$ cat src/rtl/traffic_light_monitor_if.sv
// Lamp bus between the intersection controller (master) and its monitors (slave).
// Plain wires: no handshake and no backpressure, the receiver samples every clock.
interface traffic_light_monitor_if;
    logic R;
    logic G;
    logic Y;
    logic pass;

    modport master (output R, G, Y, pass);
    modport slave  (input  R, G, Y, pass);
endinterface

$ cat src/rtl/traffic_light_monitor.sv
// Passive lamp-sequence checker: locks onto the G1,B1,G2,B2,G3,Y,R cycle and flags illegal, out-of-order or mistimed lamps.
// Status and errors appear 1 clk after the edge that samples a change; no backpressure, the controller is never stalled.
module traffic_light_monitor #(
    parameter int T_G1 = 1024,
    parameter int T_FL = 128,
    parameter int T_Y  = 512,
    parameter int T_R  = 1024,
    parameter int TOL  = 2,
    parameter int CW   = 12
) (
    input  logic                   clk,
    input  logic                   rst,
    traffic_light_monitor_if.slave lamp,
    output logic [2:0]             step,
    output logic                   locked,
    output logic                   err,
    output logic [1:0]             err_code,
    output logic [7:0]             err_cnt,
    output logic [CW-1:0]          run_len
);

    localparam logic [2:0] C_BLANK = 3'b000;
    localparam logic [2:0] C_GREEN = 3'b010;
    localparam logic [2:0] C_YEL   = 3'b001;
    localparam logic [2:0] C_RED   = 3'b100;

    localparam logic [2:0] S_UNSYNC = 3'd0;
    localparam logic [2:0] S_G1     = 3'd1;
    localparam logic [2:0] S_B1     = 3'd2;
    localparam logic [2:0] S_R      = 3'd7;

    localparam logic [1:0] E_ILLEGAL = 2'd1;
    localparam logic [1:0] E_SEQ     = 2'd2;
    localparam logic [1:0] E_TIME    = 2'd3;

    localparam logic [CW:0]   TOL_W   = (CW+1)'(TOL);
    localparam logic [CW-1:0] RUN_MAX = '1;

    function automatic logic [2:0] lamp_of(input logic [2:0] s);
        case (s)
            3'd1, 3'd3, 3'd5: lamp_of = C_GREEN;
            3'd6:             lamp_of = C_YEL;
            3'd7:             lamp_of = C_RED;
            default:          lamp_of = C_BLANK;
        endcase
    endfunction

    function automatic logic [CW-1:0] exp_of(input logic [2:0] s);
        case (s)
            3'd1:    exp_of = CW'(T_G1);
            3'd6:    exp_of = CW'(T_Y);
            3'd7:    exp_of = CW'(T_R);
            default: exp_of = CW'(T_FL);
        endcase
    endfunction

    logic [2:0]    code;
    logic [2:0]    prev_code;
    logic          pass_pend;
    logic          change;
    logic          code_legal;
    logic          prev_legal;
    logic [2:0]    step_inc;
    logic [CW:0]   len_w;
    logic [CW:0]   exp_w;
    logic [CW:0]   hi_w;
    logic [CW-1:0] run_d;
    logic [2:0]    step_d;
    logic          locked_d;
    logic          pend_d;
    logic          err_d;
    logic [1:0]    cause_d;

    assign code = {lamp.R, lamp.G, lamp.Y};

    always_comb begin
        change     = (code != prev_code);
        code_legal = (code == C_BLANK) || (code == C_GREEN) || (code == C_YEL) || (code == C_RED);
        prev_legal = (prev_code == C_BLANK) || (prev_code == C_GREEN) ||
                     (prev_code == C_YEL) || (prev_code == C_RED);
        step_inc   = (step == S_R) ? S_G1 : step + 3'd1;
        len_w      = {1'b0, run_len};
        exp_w      = {1'b0, exp_of(step)};
        hi_w       = exp_w + TOL_W;

        if (change)
            run_d = {{(CW-1){1'b0}}, 1'b1};
        else if (run_len == RUN_MAX)
            run_d = run_len;
        else
            run_d = run_len + 1'b1;

        step_d   = step;
        locked_d = locked;
        pend_d   = pass_pend;
        err_d    = 1'b0;
        cause_d  = 2'd0;

        // Only the first sample of an illegal run counts; a held illegal code stays quiet.
        if (!code_legal && prev_legal) begin
            err_d   = 1'b1;
            cause_d = E_ILLEGAL;
        end else if (locked) begin
            if (change) begin
                pend_d = 1'b0;
                if (pass_pend && code == C_GREEN) begin
                    step_d = S_G1;
                end else if (code != lamp_of(step_inc)) begin
                    err_d   = 1'b1;
                    cause_d = E_SEQ;
                end else if (len_w + TOL_W < exp_w || len_w > hi_w) begin
                    err_d   = 1'b1;
                    cause_d = E_TIME;
                end else begin
                    step_d = step_inc;
                end
            end else if (len_w == hi_w) begin
                // run_len is about to pass the upper tolerance bound: stuck lamp.
                err_d   = 1'b1;
                cause_d = E_TIME;
            end
        end else if (change && prev_code == C_GREEN && code == C_BLANK) begin
            step_d   = S_B1;
            locked_d = 1'b1;
        end

        // A request seen on a change edge only arms the following change.
        if (lamp.pass && locked && step != S_G1)
            pend_d = 1'b1;

        if (err_d) begin
            step_d   = S_UNSYNC;
            locked_d = 1'b0;
            pend_d   = 1'b0;
        end
    end

    always_ff @(posedge clk) begin
        if (rst) begin
            prev_code <= C_BLANK;
            run_len   <= '0;
            step      <= S_UNSYNC;
            locked    <= 1'b0;
            pass_pend <= 1'b0;
            err       <= 1'b0;
            err_code  <= 2'd0;
            err_cnt   <= 8'd0;
        end else begin
            prev_code <= code;
            run_len   <= run_d;
            step      <= step_d;
            locked    <= locked_d;
            pass_pend <= pend_d;
            err       <= err_d;
            if (err_d) begin
                err_code <= cause_d;
                if (err_cnt != 8'hFF)
                    err_cnt <= err_cnt + 8'd1;
            end
        end
    end

endmodule
$ cat src/flat_wrapper.sv
// flat-port wrapper written by rule: the top's interface ports become plain ports
module traffic_light_monitor_flat 
#(
    parameter int T_G1 = 1024,
    parameter int T_FL = 128,
    parameter int T_Y  = 512,
    parameter int T_R  = 1024,
    parameter int TOL  = 2,
    parameter int CW   = 12
)
  (clk, rst, step, locked, err, err_code, err_cnt, run_len, lamp_R, lamp_G, lamp_Y, lamp_pass);
  traffic_light_monitor_if lamp_i ();
  input  logic clk;
  input  logic rst;
  output logic [2:0] step;
  output logic locked;
  output logic err;
  output logic [1:0] err_code;
  output logic [7:0] err_cnt;
  output logic [CW-1:0] run_len;
  input wire logic [$bits(lamp_i.R)-1:0] lamp_R;
  input wire logic [$bits(lamp_i.G)-1:0] lamp_G;
  input wire logic [$bits(lamp_i.Y)-1:0] lamp_Y;
  input wire logic [$bits(lamp_i.pass)-1:0] lamp_pass;
  assign lamp_i.R = lamp_R;
  assign lamp_i.G = lamp_G;
  assign lamp_i.Y = lamp_Y;
  assign lamp_i.pass = lamp_pass;
  traffic_light_monitor #(.T_G1(T_G1), .T_FL(T_FL), .T_Y(T_Y), .T_R(T_R), .TOL(TOL), .CW(CW)) u_core (.clk(clk), .rst(rst), .lamp(lamp_i), .step(step), .locked(locked), .err(err), .err_code(err_code), .err_cnt(err_cnt), .run_len(run_len));
endmodule
$ cat config.mk
export PLATFORM = sky130hd
export DESIGN_NAME = traffic_light_monitor_flat
export DESIGN_NICKNAME = d
export VERILOG_FILES = /design/src/rtl/traffic_light_monitor_if.sv /design/src/rtl/traffic_light_monitor.sv /design/src/flat_wrapper.sv
export SDC_FILE = /design/constraint.sdc
export NUM_CORES = 1
export LEC_CHECK = 0
export ABC_AREA = 1
export CORE_MARGIN = 3
export CORE_UTILIZATION = 45
export DETAILED_ROUTE_END_ITERATION = 10
export MAX_ROUTING_LAYER = met4
export PLACE_DENSITY = 0.72
export REMOVE_ABC_BUFFERS = 1
export SETUP_SLACK_MARGIN = 0.2
export SYNTH_ARGS = -nofsm -noshare
export SYNTH_HDL_FRONTEND = slang
export SYNTH_SLANG_ARGS = --single-unit
$ cat constraint.sdc
create_clock -name clk -period 2.52 [get_ports clk]
set_clock_uncertainty 0.15 [all_clocks]
set_input_delay 0.504 -clock clk [delete_from_list [all_inputs] [get_ports clk]]
set_output_delay 0.504 -clock clk [all_outputs]
set_load 0.03 [all_outputs]
==> impl_metrics.prom <==
# TYPE chip_impl_metric gauge
chip_impl_metric{name="whs_path_depth",unit=""} 2
chip_impl_metric{name="htree_levels",unit=""} 2
chip_impl_metric{name="layout_setup_ws",unit="ns"} -0.129
chip_impl_metric{name="worstMarginPinSlew",unit="ns"} 0.376
chip_impl_metric{name="num-nets-final",unit=""} 391
chip_impl_metric{name="detail_route.wirelength",unit="µm"} 6500
chip_impl_metric{name="period_needed",unit="ns"} 2.65
chip_impl_metric{name="fillerInstances",unit=""} 282
chip_impl_metric{name="worst-r2r-cell-count",unit=""} 20
chip_impl_metric{name="multi_input_comb_area",unit="µm²"} 1470
chip_impl_metric{name="grt_start_max_net_pins",unit=""} 12
chip_impl_metric{name="total_power",unit="mW"} 1.18
chip_impl_metric{name="clkLatencyLatePin",unit="ns"} 0.29
chip_impl_metric{name="cts_buffers",unit=""} 5
chip_impl_metric{name="grt_overflow_total",unit=""} 0
chip_impl_metric{name="finalMaxSlewViolations",unit=""} 0
chip_impl_info{name="final_cell_mix",value="55 x sky130_fd_sc_hd__nand2_1, 44 x sky130_fd_sc_hd__buf_4, 33 x sky130_fd_sc_hd__inv_1"} 1
chip_impl_metric{name="fp.dieArea",unit="µm²"} 5230
chip_impl_metric{name="seq_area",unit="µm²"} 638
chip_impl_metric{name="syn_area",unit="µm²"} 1980
chip_impl_metric{name="path_buf_inv",unit=""} 4
chip_impl_metric{name="drt_iter0_drc",unit=""} 140
chip_impl_metric{name="crit_arrival",unit="ns"} 2.72
chip_impl_metric{name="synth_cell_type_count",unit=""} 31
chip_impl_info{name="holdCritPathClass",value="flop to flop"} 1
chip_impl_metric{name="grt_antenna_before_repair",unit=""} 0
chip_impl_metric{name="final.hold.worst_slack",unit="ns"} 0.364
chip_impl_metric{name="floorplan.rows",unit=""} 23
chip_impl_metric{name="detail_route.wl_per_cell",unit="µm"} 15.4
chip_impl_metric{name="flop2flop_setup_slack",unit="ns"} -0.13
chip_impl_info{name="crit_path_top_delay_cell",value="sky130_fd_sc_hd__dfxtp_4"} 1
chip_impl_info{name="clk_root_buffer_cell",value="sky130_fd_sc_hd__clkbuf_8"} 1
chip_impl_metric{name="tritoncts_num_sinks",unit=""} 31
chip_impl_metric{name="final-instance-count-excl-fill",unit=""} 423
chip_impl_info{name="layout_commonest_cell",value="sky130_fd_sc_hd__nand2_1"} 1
chip_impl_info{name="whs_endpoint",value="u_core.err_cnt[4]"} 1
chip_impl_info{name="cp-start-kind",value="flop"} 1
chip_impl_metric{name="synth_warnings",unit=""} 0
chip_impl_metric{name="leakagePower",unit="nW"} 1.39
chip_impl_metric{name="drt-pass1-iter-count",unit=""} 4
chip_impl_metric{name="drt-vias-per-instance",unit=""} 5.39
chip_impl_info{name="critical-path-top-delay-family",value="simple AND/OR/NAND/NOR gates"} 1
chip_impl_metric{name="number_of_standard_cells_after_synthesis",unit=""} 289
chip_impl_metric{name="setup_viols_final",unit=""} 15
chip_impl_metric{name="coreArea",unit="µm²"} 4120
chip_impl_metric{name="worst_setup_hold_path_clk_slew",unit="ns"} 0.07
chip_impl_metric{name="yosysSeqAreaShare",unit="%"} 31.4
chip_impl_metric{name="port_buffers",unit=""} 32
chip_impl_metric{name="globalplace.congestion",unit=""} 0.855
chip_impl_info{name="rsz0062_at_grt",value="true"} 1
chip_impl_metric{name="post-route-cell-area",unit="µm²"} 3140
chip_impl_info{name="setup.worst_path.end_class",value="flop"} 1
chip_impl_metric{name="num_antenna_cells",unit=""} 0
chip_impl_metric{name="placed_instance_area",unit="µm²"} 2570
chip_impl_metric{name="worst_ep_required_time",unit="ns"} 2.59
chip_impl_info{name="hold_sp",value="u_core.err_cnt[4]"} 1
chip_impl_metric{name="synth_register_bits",unit=""} 31
chip_impl_metric{name="vias",unit=""} 2281
chip_impl_metric{name="timing.critical_path.fanout_max",unit=""} 5
chip_impl_metric{name="floorplan.io_pins",unit=""} 33
chip_impl_metric{name="die-width",unit="µm"} 72.3
chip_impl_info{name="criticalPathCategory",value="flop to flop"} 1
chip_impl_info{name="critical_path.cell_chain",value="buf_6 > ha_4 > inv_4 > o21ai_4 > a21oi_2 > inv_2 > ha_4 > nand2_2 > nor2_4 > nand2_1 > nand2_1 > nand2_1 > nand2_2 > nand2_2 > nand2_4 > nand3_4 > nand2_4 > buf_6 > nand3_2 > a21oi_2"} 1
chip_impl_metric{name="ant_nets_after_route",unit=""} 0
chip_impl_info{name="failing_checks",value="negative setup slack"} 1
chip_impl_metric{name="ir_worst_vdd",unit="mV"} 0.269
chip_impl_metric{name="cpPeakStageDelay",unit="ns"} 0.36
chip_impl_metric{name="power_per_cell_area",unit="nW/µm²"} 376
chip_impl_metric{name="area.growth.synth_to_final",unit="%"} 58.8
chip_impl_metric{name="largest_buffer_count_on_any_clock_path",unit=""} 2
chip_impl_metric{name="grt_usage",unit="%"} 25.0
chip_impl_info{name="cts_tree",value="yes"} 1
chip_impl_info{name="status",value="finished, violations left"} 1
chip_impl_metric{name="post_route_cells_drive_above_1_share",unit="%"} 35.9
chip_impl_metric{name="cap_violations",unit=""} 0
chip_impl_metric{name="fmax",unit="GHz"} 0.378
chip_impl_info{name="worstReg2RegEnd",value="u_core.err_cnt[2]"} 1
chip_impl_metric{name="grt_pass1_wl",unit="µm"} 10000
chip_impl_metric{name="vias_in_the_first_global_route",unit=""} 2324
chip_impl_metric{name="initial_core_util",unit="%"} 48.1
chip_impl_metric{name="avg_synthesized_cell_area",unit="µm²"} 6.85
chip_impl_metric{name="placedCellCount",unit=""} 398
chip_impl_metric{name="slew-limit-headroom",unit="%"} 74.9
chip_impl_metric{name="dieHeight",unit="µm"} 72.3
chip_impl_metric{name="finalCritPeriodShare",unit="%"} 105
chip_impl_metric{name="post-dp-hpwl",unit="µm"} 3740
chip_impl_info{name="worstReg2RegStart",value="u_core.step[1]"} 1
chip_impl_metric{name="drc",unit=""} 0
chip_impl_metric{name="timing_hold_violations_final",unit=""} 0
-- worst reg2reg max path, stage by stage (launching register included) --
cell,delay [ns]
sky130_fd_sc_hd__dfxtp_4,0.36
sky130_fd_sc_hd__buf_6,0.12
sky130_fd_sc_hd__ha_4,0.15
sky130_fd_sc_hd__inv_4,0.06
sky130_fd_sc_hd__o21ai_4,0.06
sky130_fd_sc_hd__a21oi_2,0.15
sky130_fd_sc_hd__inv_2,0.07
sky130_fd_sc_hd__ha_4,0.27
sky130_fd_sc_hd__nand2_2,0.06
sky130_fd_sc_hd__nor2_4,0.09
sky130_fd_sc_hd__nand2_1,0.06
sky130_fd_sc_hd__nand2_1,0.07
sky130_fd_sc_hd__nand2_1,0.08
sky130_fd_sc_hd__nand2_2,0.08
sky130_fd_sc_hd__nand2_2,0.07
sky130_fd_sc_hd__nand2_4,0.10
sky130_fd_sc_hd__nand3_4,0.09
sky130_fd_sc_hd__nand2_4,0.13
sky130_fd_sc_hd__buf_6,0.14
sky130_fd_sc_hd__nand3_2,0.07
sky130_fd_sc_hd__a21oi_2,0.14
-- area by class of cell --
type | count | area share [%]
clock buffer | 6 | 2.63
clock inverter | 2 | 1.11
inverter | 41 | 4.97
multi-input combinational | 213 | 46.9
sequential | 31 | 20.3
tap | 50 | 1.99
timing repair buffer | 80 | 22.1
-- kinds of logic after synthesis --
| family | synth area share [%] |
|---|---|
| and+or+nand+nor | 33.1 |
| adders and majority gates | 8.22 |
| DFF | 31.4 |
| buffers and inverters | 8.98 |
| xor gates and xnor gates | 6.64 |
| AOI/OAI and AO/OA | 11.7 |
-- metal layers --
layer | GRT usage (%) | routed length (µm) | vias to the layer above
li1 | - | - | 1100
met1 | 25.5 | 2570 | 1060
met2 | 42.4 | 3400 | 91
met3 | 6.51 | 283 | 30
met4 | 15.7 | 246 | 0
met5 | - | 0 | -
-- cells in the mapped netlist --
cell type                  count  area [µm²]
sky130_fd_sc_hd__a2111o_1      1        11.3
sky130_fd_sc_hd__a211oi_1      1        7.51
sky130_fd_sc_hd__a21oi_1      22         110
sky130_fd_sc_hd__a21oi_2       3        26.3
sky130_fd_sc_hd__a31oi_1       2        12.5
sky130_fd_sc_hd__a32oi_1       1        8.76
sky130_fd_sc_hd__and2_2        1        7.51
sky130_fd_sc_hd__buf_2         1        5.00
sky130_fd_sc_hd__buf_6         1        11.3
sky130_fd_sc_hd__clkbuf_1      2        7.51
sky130_fd_sc_hd__dfxtp_1      31         621
sky130_fd_sc_hd__ha_1         13         163
sky130_fd_sc_hd__inv_1        40         150
sky130_fd_sc_hd__inv_2         1        3.75
sky130_fd_sc_hd__nand2_1      64         240
sky130_fd_sc_hd__nand2_2       4        25.0
sky130_fd_sc_hd__nand2_4       1        11.3
sky130_fd_sc_hd__nand3_1      25         125
sky130_fd_sc_hd__nand3_2       3        30.0
sky130_fd_sc_hd__nand3b_1      1        7.51
sky130_fd_sc_hd__nand4_1       4        25.0
sky130_fd_sc_hd__nor2_1       32         120
sky130_fd_sc_hd__nor2_2        3        18.8
sky130_fd_sc_hd__nor2_4        1        11.3
sky130_fd_sc_hd__nor3_1        3        15.0
sky130_fd_sc_hd__nor4_1        1        6.26
sky130_fd_sc_hd__o211a_1       1        10.0
sky130_fd_sc_hd__o21ai_0       9        45.0
sky130_fd_sc_hd__or2_2         2        12.5
sky130_fd_sc_hd__xnor2_1       6        52.6
sky130_fd_sc_hd__xor2_1        9        78.8
-- how the worst max path moves through the flow --
stage,startpoint,depth (start not counted),slack (ns),endpoint
2_1_floorplan,u_core.step[1],19,-0.27,u_core.err_code[0]
3_3_place_gp,u_core.step[1],19,-0.05,u_core.err_code[0]
3_5_place_dp,u_core.step[1],19,-0.16,u_core.err_cnt[5]
4_1_cts,u_core.step[1],19,0.04,u_core.err_code[0]
5_1_grt,u_core.step[1],20,-0.24,u_core.err_cnt[3]
6_report,u_core.step[1],20,-0.13,u_core.err_cnt[2]
-- stage by stage --
stage / setup WS, ns / setup TNS, ns / util, %
CTS: 0.0430 / 0 / 73.4
finish: -0.129 / -1.32 / 76.4
global placement: -0.0532 / -0.425 / 62.5
global route: -0.240 / -2.78 / 76.4
floorplan: -0.273 / -3.26 / -
detailed placement: -0.160 / -1.68 / 62.5
-- timing repair --
item | 4_1_cts | 5_1_grt
resized for setup | 59 | 28
setup buffers | 15 | 1
cloned | 1 | 0
pin swaps | 28 | 12
setup endpoints to repair | 16 | 16
hold buffers | 0 | 0
-- report_power, final --
| part | total (mW) | switching (mW) | leakage [nW] | internal (mW) |
|---|---|---|---|---|
| Sequential | 0.511 | 0.0126 | 0.258 | 0.499 |
| Clock | 0.525 | 0.205 | 0.0612 | 0.320 |
| Combinational | 0.147 | 0.0869 | 1.07 | 0.0601 |
| Total | 1.18 | 0.304 | 1.39 | 0.879 |
-- flip-flops by register name, summed over array words and instances, names as in the netlist --
register / count
u_core.err: 1
u_core.err_cnt: 8
u_core.err_code: 2
u_core.locked: 1
u_core.pass_pend: 1
u_core.prev_code: 3
u_core.run_len: 12
u_core.step: 3
Power figures use the tool's default switching activity.
==> variant, RTL diff (config.mk and constraints unchanged) <==
`CW` is set to 12 in 2 places; all go to 24.
--- a/src/rtl/traffic_light_monitor.sv
+++ b/src/rtl/traffic_light_monitor.sv
@@ -8,3 +8,3 @@
     parameter int TOL  = 2,
-    parameter int CW   = 12
+    parameter int CW   = 24
 ) (
--- a/src/flat_wrapper.sv
+++ b/src/flat_wrapper.sv
@@ -8,3 +8,3 @@
     parameter int TOL  = 2,
-    parameter int CW   = 12
+    parameter int CW   = 24
 )
Interface: changed (resized run_len); port bits go from 33 to 45. The function was not compared with the original's and may differ.
==> variant against the original RTL <==
The run still ends with negative setup slack left; clock power down 11%; cell area rose by 47%; power is 20% higher; setup slack worse by 260 ps; sequential share of layout area decreased by 1.3 points; core utilization shrank 0.63 points; via count increased by 60%; fmax shrank 8.9%; critical endpoint is now u_core.step[1]; wire length grew 61%; synthesized area rose by 47%; sequential cell count grew 12; die area grew 43%.
==> variant: results (changes against the original RTL) <==
status:
  status: "complete, but fails checks"
  failed_checks: "negative setup slack"
grt:
  grt_pass1_wl_um: 15400  # +54%
  gr-usage-met1: 0.334  # +0.0782
  grt_usage: 0.263  # +0.0134
  met2_usage: 0.434  # +0.0103
  grt_use_met3: 0.0380  # -0.0271
  grt_pass1_vias: 3378  # +45%
  grt_max_degree: 14  # +2
routing:
  route.met3.wl_um: 595  # +110%
  wl_met1_um: 4430  # +73%
  drtIter0Drc: 284  # +100%
  dr.pass1.iters: 5  # +1
  wl_per_cell_um: 15.6  # +1.3%
  wl_met2_um: 5070  # +49%
sta:
  tns_ps: -5730  # -4410 ps
  setup_viol: 20  # +5
  worstMarginPinSlew_ps: 395  # +18.3 ps
  fin_ws_ps: -389  # -260 ps
placement:
  place_congestion: 0.909  # +6.3%
  placed_cell_area_mm2: 0.00390  # +52%
  dp_cells: 632  # +59%
  port_buffers: 44  # +38%
  post-place-ws_ps: -238  # -77.7 ps
  hpwl_um: 6470  # +73%
cts:
  cts_resized: 78  # +32%
  clk_pin_slew_ps: 90  # +20 ps
  cts_setup_buffers: 25  # +10
critical_path:
  max_stage_delay_ps: 380  # +20 ps
  slowest_stage: "nor2_1"
logic_synthesis:
  synth_fa_ha_area_frac: 0.0514  # -0.0307
  synthTopCellsByArea: "dfxtp_1 (29%), nand2_1 (13%), nor2_1 (8.4%), inv_1 (7.8%), nand3_1 (7.4%)"
  synth.cells.most_frequent: "nand2_1 (104), nor2_1 (65), inv_1 (61)"
  synth_compound_area_frac: 0.118  # +0.00136
  avgSynthCellArea_um2: 6.43  # -6.1%
  ys_types: 34  # +9.7%
  ys_seq_area_frac: 0.295  # -0.0186
  synth_xor_area_frac: 0.0450  # -0.0214
final_layout:
  fin_nets: 616  # +58%
  drive_gt1_frac: 0.343  # -0.0164
  final_core_util: 0.758  # -0.00626
  fin_cells: 673  # +59%
  reg_top3: "u_core.run_len: 24 flops, u_core.err_cnt: 8 flops"
pwr:
  ir_worst_vdd_mv: 0.197  # -27%
  cellInternalPower_mw: 1.01  # +15%
  powerSeq_mw: 0.705  # +38%
  clk-power_mw: 0.469  # -11%
  finalPower_mw: 1.41  # +20%
variant: cell types whose count changed after synthesis, moves of 8 or more:
cell and change:
nor2_1 +33, nand3_1 +18, a21oi_1 +8, o21ai_0 +9, dfxtp_1 +12, nand2_1 +40, inv_1 +21
variant: final timing paths:
kind / from / to / slack [ps] / cells after the start
worst min register to register: u_core.err_code[1] / u_core.err_code[1] / 340 / 2
worst max-delay path: u_core.run_len[1] / u_core.step[1] / -390 / 21
worst max register to register: u_core.run_len[1] / u_core.step[1] / -390 / 21
worst min-delay path: u_core.err_code[1] / u_core.err_code[1] / 340 / 2
variant: worst max-delay path, delay by kind of cell (launching register included):
family / cells / cell delay, ps
buf+inv: 4 / 410
flops: 1 / 350
compound gates: 1 / 120
simple gates: 16 / 1770
variant: final cells by class:
type / instances / area share
multi-input combinational: 344 / 0.446
clock inverter: 1 / 0.00108
inverter: 62 / 0.0525
sequential: 43 / 0.190
tap: 75 / 0.0203
clock buffer: 6 / 0.0179
timing repair buffer: 142 / 0.272
